## src/rtl/reg_write_arbiter_if.sv

```systemverilog
// Write-port bundle for reg_write_arbiter: per-requester req/data in,
// grant/ack handshake and the shared register state out.
interface reg_write_arbiter_if #(
  parameter int unsigned N_REQ  = 4,
  parameter int unsigned DATA_W = 8
);
  localparam int unsigned IDX_W = (N_REQ > 1) ? $clog2(N_REQ) : 1;

  logic [N_REQ-1:0]        req_i;
  logic [N_REQ*DATA_W-1:0] data_i;
  logic                    clr_i;
  logic [N_REQ-1:0]        grant_o;
  logic [N_REQ-1:0]        ack_o;
  logic                    update_o;
  logic [IDX_W-1:0]        owner_o;
  logic                    busy_o;
  logic [DATA_W-1:0]       data_o;

  // Writers and the clear source drive requests; they observe the register state.
  modport master (
    output req_i, data_i, clr_i,
    input  grant_o, ack_o, update_o, owner_o, busy_o, data_o
  );

  // The arbiter consumes requests and owns the register.
  modport slave (
    input  req_i, data_i, clr_i,
    output grant_o, ack_o, update_o, owner_o, busy_o, data_o
  );
endinterface

```

## src/rtl/reg_write_arbiter.sv

```systemverilog
// Shared register with round-robin write arbitration among N_REQ requesters.
// One write per IDLE -> WRITE -> ACK transaction; clear has top priority.
module reg_write_arbiter #(
  parameter int unsigned      N_REQ   = 4,
  parameter int unsigned      DATA_W  = 8,
  parameter logic [DATA_W-1:0] RST_VAL = '0
) (
  input logic                clk_i,
  input logic                rst_i,
  reg_write_arbiter_if.slave bus
);

  localparam int unsigned      IDX_W    = (N_REQ > 1) ? $clog2(N_REQ) : 1;
  localparam logic [N_REQ-1:0] ONE_HOT0 = N_REQ'(1);
  localparam logic [IDX_W-1:0] LAST_IDX = IDX_W'(N_REQ - 1);

  typedef enum logic [1:0] {
    IDLE  = 2'd0,
    WRITE = 2'd1,
    ACK   = 2'd2
  } state_e;

  state_e            state;
  logic [IDX_W-1:0]  rr_ptr;
  logic [IDX_W-1:0]  winner;
  logic [N_REQ-1:0]  grant_q;
  logic [N_REQ-1:0]  ack_q;
  logic              update_q;
  logic [IDX_W-1:0]  owner_q;
  logic              busy_q;
  logic [DATA_W-1:0] data_q;

  logic              pick_valid;
  logic [IDX_W-1:0]  pick_idx;
  logic [IDX_W-1:0]  cand;
  logic [IDX_W-1:0]  rr_next;
  logic [DATA_W-1:0] slot [N_REQ];

  // Unpack the flat write-data bus into one slot per requester.
  always_comb begin
    for (int unsigned k = 0; k < N_REQ; k++) begin
      slot[k] = bus.data_i[k*DATA_W +: DATA_W];
    end
  end

  // Round-robin pick: first requester at or after rr_ptr, wrapping.
  always_comb begin
    pick_valid = 1'b0;
    pick_idx   = '0;
    cand       = '0;
    for (int unsigned i = 0; i < N_REQ; i++) begin
      cand = IDX_W'((32'(rr_ptr) + i) % N_REQ);
      if (!pick_valid && bus.req_i[cand]) begin
        pick_valid = 1'b1;
        pick_idx   = cand;
      end
    end
  end

  assign rr_next = (winner == LAST_IDX) ? '0 : winner + 1'b1;

  // Transaction FSM; every output is a register updated here.
  always_ff @(posedge clk_i) begin
    if (rst_i) begin
      state    <= IDLE;
      rr_ptr   <= '0;
      winner   <= '0;
      grant_q  <= '0;
      ack_q    <= '0;
      update_q <= 1'b0;
      owner_q  <= '0;
      busy_q   <= 1'b0;
      data_q   <= RST_VAL;
    end else begin
      ack_q    <= '0;
      update_q <= 1'b0;
      case (state)
        IDLE: begin
          if (bus.clr_i) begin
            data_q   <= RST_VAL;
            update_q <= 1'b1;
          end else if (pick_valid) begin
            winner  <= pick_idx;
            grant_q <= ONE_HOT0 << pick_idx;
            busy_q  <= 1'b1;
            state   <= WRITE;
          end
        end
        WRITE: begin
          grant_q <= '0;
          if (bus.clr_i) begin
            data_q   <= RST_VAL;
            update_q <= 1'b1;
            busy_q   <= 1'b0;
            state    <= IDLE;
          end else if (!bus.req_i[winner]) begin
            // Requester withdrew: drop the transaction, keep the pointer.
            busy_q <= 1'b0;
            state  <= IDLE;
          end else begin
            data_q   <= slot[winner];
            owner_q  <= winner;
            rr_ptr   <= rr_next;
            ack_q    <= ONE_HOT0 << winner;
            update_q <= 1'b1;
            state    <= ACK;
          end
        end
        ACK: begin
          busy_q <= 1'b0;
          state  <= IDLE;
          if (bus.clr_i) begin
            data_q   <= RST_VAL;
            update_q <= 1'b1;
          end
        end
        default: begin
          grant_q <= '0;
          busy_q  <= 1'b0;
          state   <= IDLE;
        end
      endcase
    end
  end

  assign bus.grant_o  = grant_q;
  assign bus.ack_o    = ack_q;
  assign bus.update_o = update_q;
  assign bus.owner_o  = owner_q;
  assign bus.busy_o   = busy_q;
  assign bus.data_o   = data_q;

endmodule

```

## src/flat_wrapper.sv

```systemverilog
// flat-port wrapper written by rule: the top's interface ports become plain ports
module reg_write_arbiter_flat 
#(
  parameter int unsigned      N_REQ   = 4,
  parameter int unsigned      DATA_W  = 8,
  parameter logic [DATA_W-1:0] RST_VAL = '0
)
  (clk_i, rst_i, bus_req_i, bus_data_i, bus_clr_i, bus_grant_o, bus_ack_o, bus_update_o, bus_owner_o, bus_busy_o, bus_data_o);
  reg_write_arbiter_if #(.N_REQ(N_REQ), .DATA_W(DATA_W)) bus_i ();
  input logic clk_i;
  input logic rst_i;
  input wire logic [$bits(bus_i.req_i)-1:0] bus_req_i;
  input wire logic [$bits(bus_i.data_i)-1:0] bus_data_i;
  input wire logic [$bits(bus_i.clr_i)-1:0] bus_clr_i;
  output wire logic [$bits(bus_i.grant_o)-1:0] bus_grant_o;
  output wire logic [$bits(bus_i.ack_o)-1:0] bus_ack_o;
  output wire logic [$bits(bus_i.update_o)-1:0] bus_update_o;
  output wire logic [$bits(bus_i.owner_o)-1:0] bus_owner_o;
  output wire logic [$bits(bus_i.busy_o)-1:0] bus_busy_o;
  output wire logic [$bits(bus_i.data_o)-1:0] bus_data_o;
  assign bus_i.req_i = bus_req_i;
  assign bus_i.data_i = bus_data_i;
  assign bus_i.clr_i = bus_clr_i;
  assign bus_grant_o = bus_i.grant_o;
  assign bus_ack_o = bus_i.ack_o;
  assign bus_update_o = bus_i.update_o;
  assign bus_owner_o = bus_i.owner_o;
  assign bus_busy_o = bus_i.busy_o;
  assign bus_data_o = bus_i.data_o;
  reg_write_arbiter #(.N_REQ(N_REQ), .DATA_W(DATA_W), .RST_VAL(RST_VAL)) u_core (.clk_i(clk_i), .rst_i(rst_i), .bus(bus_i));
endmodule
```

## config.mk

```make
export PLATFORM = sky130hd
export DESIGN_NAME = reg_write_arbiter_flat
export DESIGN_NICKNAME = d
export VERILOG_FILES = /design/src/rtl/reg_write_arbiter_if.sv /design/src/rtl/reg_write_arbiter.sv /design/src/flat_wrapper.sv
export SDC_FILE = /design/constraint.sdc
export NUM_CORES = 1
export LEC_CHECK = 0
export BUFFER_PORTS_ARGS = -buffer_cell sky130_fd_sc_hd__buf_2
export CAP_MARGIN = 10
export CELL_PAD_IN_SITES_DETAIL_PLACEMENT = 0
export CELL_PAD_IN_SITES_GLOBAL_PLACEMENT = 2
export CORE_MARGIN = 1.5
export CORE_UTILIZATION = 29
export CTS_CLUSTER_SIZE = 14
export DETAILED_ROUTE_END_ITERATION = 10
export PLACE_DENSITY_LB_ADDON = 0.05
export SLEW_MARGIN = 40
export SYNTH_ARGS = -nofsm -noshare
export SYNTH_HDL_FRONTEND = slang
export SYNTH_SLANG_ARGS = --single-unit
```

## constraint.sdc

```tcl
create_clock -name clk_i -period 3.7 [get_ports clk_i]
set_input_delay 0.74 -clock clk_i [delete_from_list [all_inputs] [get_ports clk_i]]
set_output_delay 0.74 -clock clk_i [all_outputs]
set_load 0.02 [all_outputs]
```

==> flow_summary_export.csv <==
group,metric,value,unit
grt,antenna_found_initial,0,
finish,nNetsFinal,207,
clocking,post_cts_resize_count,0,
clocking,clock_sinks,26,
power,power.density,349.1,nW/um^2
placed_design,dp_hpwl,2231,um
synthesis,yosysTopAreaCellShare,0.4173,
floorplanning,fp.coreArea,4058,um^2
synthesis,ys_seq_area_frac,0.4173,
timing,finClkSkew,3.912,ps
synthesis,synthCells,109,
timing,drv_slew,0,
power,pwr-share-clk,0.317,
route,highest_layer,"met4",
route,drcViolationCount,0,
clocking,cts_made_buffers,3,
route,vias,1096,
finish,utilization,0.3975,
power,leakage,0.7341,nW
clocking,cts_buffer_depth,2,
synthesis,syn_nets,149,
power,power_frac_comb,0.160,
critical_path,reg2reg_depth,4,
critical_path,cp.arrival,2190,ps
timing,period_needed,1977,ps
grt,grt.overflow.total,0,
critical_path,required,3910,ps
critical_path,rr_endpoint,"u_core.bus.ack_o[3]",
finish,multi_input_area,669.4,um^2
clocking,holdBufCountCts,0,
finish,drive_gt1_frac,0.4699,
route,routed_wl,2922,um
critical_path,critical_path_class,"flip-flop to flip-flop",
power,internal_power,0.4280,mW
critical_path,r2r-start,"u_core.winner[1]",
finish,n_fill_cell,407,
timing,grt_setup_unrepaired,"false",
route,wl_met2,1380,um
critical_path,end_kind,"flip-flop",
route,drtPass1Iterations,4,
route,drtIter0Drc,30,
timing,clock.fmax,0.5059,GHz
synthesis,synth_edf_count,0,
hold_path,hold_class,"flip-flop to flip-flop",
power,p_sw_frac,0.2398,
clocking,cts_root_buf,"clkbuf_8",
finish,ff_latch_area,520.5,um^2
synthesis,synth.distinct_cells,31,
hold_path,hold_start,"u_core.bus.data_o[5]",
clocking,path_clk_slew,90,ps
hold_path,min_path_cells,1,
power,power_frac_seq,0.523,
synthesis,synth_area_per_cell,11.44,um^2
timing,setup_viol,0,
critical_path,startpoint_type,"flip-flop",
placed_design,place_area,1558,um^2
floorplanning,start_util,0.3074,
timing,finalHoldViolations,0,
timing,period_share,0.5342,
synthesis,async_reset_ff_frac,0,
placed_design,port_buffers,58,
floorplanning,die_height,68.59,um
synthesis,ys_warn_count,0,
floorplanning,std_cell_rows,23,
finish,postLayoutCellArea,1613,um^2
route,final_antenna_net_count,0,
grt,grt_pass1_wl,4692,um
synthesis,ys_top_cells_by_area,"dfxtp_1 (42%), mux4_1 (11%), mux4_2 (7.2%)",
grt,grt_max_degree,17,
job,drv_cap,0,
critical_path,r2r_slack,1720,ps
clocking,cts_max_level,1,
route,post_drt_wl_per_cell,13.53,um
critical_path,crit_fanout,16,
synthesis,synth_top_flop_cell,"dfxtp_1",
timing,worst_pin_slew,631.7,ps
floorplanning,ios,59,
power,power.total,0.5630,mW
placed_design,placed_cells,212,
clocking,cts_tree,"yes",
grt,grt_pass1_vias,1049,
power,power_switching,0.1350,mW
placed_design,globalplace.congestion,0.7340,
synthesis,netlist.top_cell.by_area,"dfxtp_1",
grt,grtUsageTotal,0.1333,
synthesis,ys_ff_latch,26,
finish,n_antenna_cell,0,
hold_path,holdPathEnd,"u_core.bus.data_o[5]",
clocking,insertion_delay,260,ps
finish,syn_to_final_growth,29.29,%
floorplanning,die_x,68.59,um
timing,relSlewSlack,0.5783,
route,viasPerCell,5.074,
route,met3_length,208,um
finish,final_cells,216,
synthesis,synth_area,1247,um^2
power,ir_drop,0.1603,mV
timing,fin_setup_tns,0,ps
clocking,postCtsSetupRepairBufs,0,
run_status,status,"completed",
floorplanning,dieArea,4704,um^2
route,wl_met1,1316,um
worst max-delay path by stage:
stage,startpoint,slack [ps],end,depth (start not counted)
floorplan,bus_req_i[3],1820,u_core.bus.data_o[0],4
global placement,bus_req_i[0],1560,u_core.bus.grant_o[0],5
detailed placement,bus_req_i[3],1540,u_core.bus.data_o[4],5
CTS,u_core.winner[1],1670,u_core.bus.data_o[5],4
global route,u_core.winner[1],1520,u_core.bus.data_o[5],4
finish,u_core.winner[1],1720,u_core.bus.ack_o[3],4
stage by stage:
step	worst slack [ps]	hold slack, ps
floorplan	1817	445.2
global placement	1565	459.3
detailed placement	1543	453.3
CTS	1671	478.2
global route	1518	496.4
finish	1723	475.9
placed cells by master (no fill, tap or decap), types with 2 or more instances in the layout:
master	instances
a21oi_1	6
a22o_2	7
buf_2	58
clkbuf_8	4
dfxtp_1	26
inv_1	2
mux2i_1	4
mux4_1	5
mux4_2	4
nand2_1	8
nand2b_1	3
nor2_1	10
nor3_1	3
nor4_1	3
nor4b_1	2
o22ai_1	2
o32ai_1	4
or3_1	2
flip-flops by register name, summed over array words and instances, names as in the netlist:
signal / count
u_core.bus.data_o: 8
u_core.rr_ptr: 2
u_core.bus.ack_o: 4
u_core.bus.busy_o: 1
u_core.bus.update_o: 1
u_core.state: 2
u_core.bus.owner_o: 2
u_core.bus.grant_o: 4
u_core.winner: 2
synth_stat cells, types with 2 or more instances:
master / instances
nor3_1: 3
nor4_1: 3
nand2b_1: 3
dfxtp_1: 26
mux4_2: 4
mux4_1: 5
nand2_1: 8
or3_1: 2
a21oi_1: 6
o32ai_1: 4
nor2_1: 10
o22ai_1: 2
clkbuf_8: 2
inv_1: 2
mux2i_1: 4
nor4b_1: 2
a22o_2: 7
clkbuf_1: 3
routing by layer:
metal / track usage / vias up
li1: - / 538
met1: 0.1665 / 518
met2: 0.2224 / 38
met3: 0.02922 / 2
met4: 0.05250 / 0
met5: 0 / -
critical path: stages (launching register included):
cell and delay, ps:
dfxtp_1 730, mux4_2 370, nand3_2 220, nor2_2 390, and3_1 200
area by class of cell:
cell class | instances | share of cell area
Sequential cell | 26 | 0.3227
Clock buffer | 4 | 0.03413
Tap cell | 50 | 0.03879
Inverter | 2 | 0.004655
Timing Repair Buffer | 59 | 0.1846
Multi-Input combinational cell | 75 | 0.4150
power groups by stage:
| stage | Combinational (mW) | Sequential [mW] | Clock (mW) |
|---|---|---|---|
| after floorplan | 0.0522 | 0.304 | 0 |
| after global placement | 0.0892 | 0.301 | 0 |
| after detailed placement | 0.0910 | 0.301 | 0 |
| after CTS | 0.0913 | 0.295 | 0.186 |
| after global routing | 0.100 | 0.296 | 0.198 |
| final | 0.0902 | 0.295 | 0.178 |
cells by family (layout without fill, tap and decap cells):
logic type / after synthesis / in the layout / synth area share
multiplexers: 13 / 13 / 0.2096
buffers and inverters: 8 / 65 / 0.04614
AO/OA/AOI/OAI: 25 / 25 / 0.1655
adder cells (fa/ha/maj): 1 / 1 / 0.01003
flip-flops: 26 / 26 / 0.4173
AND/OR/NAND/NOR: 36 / 36 / 0.1515
Power figures use the tool's default switching activity.
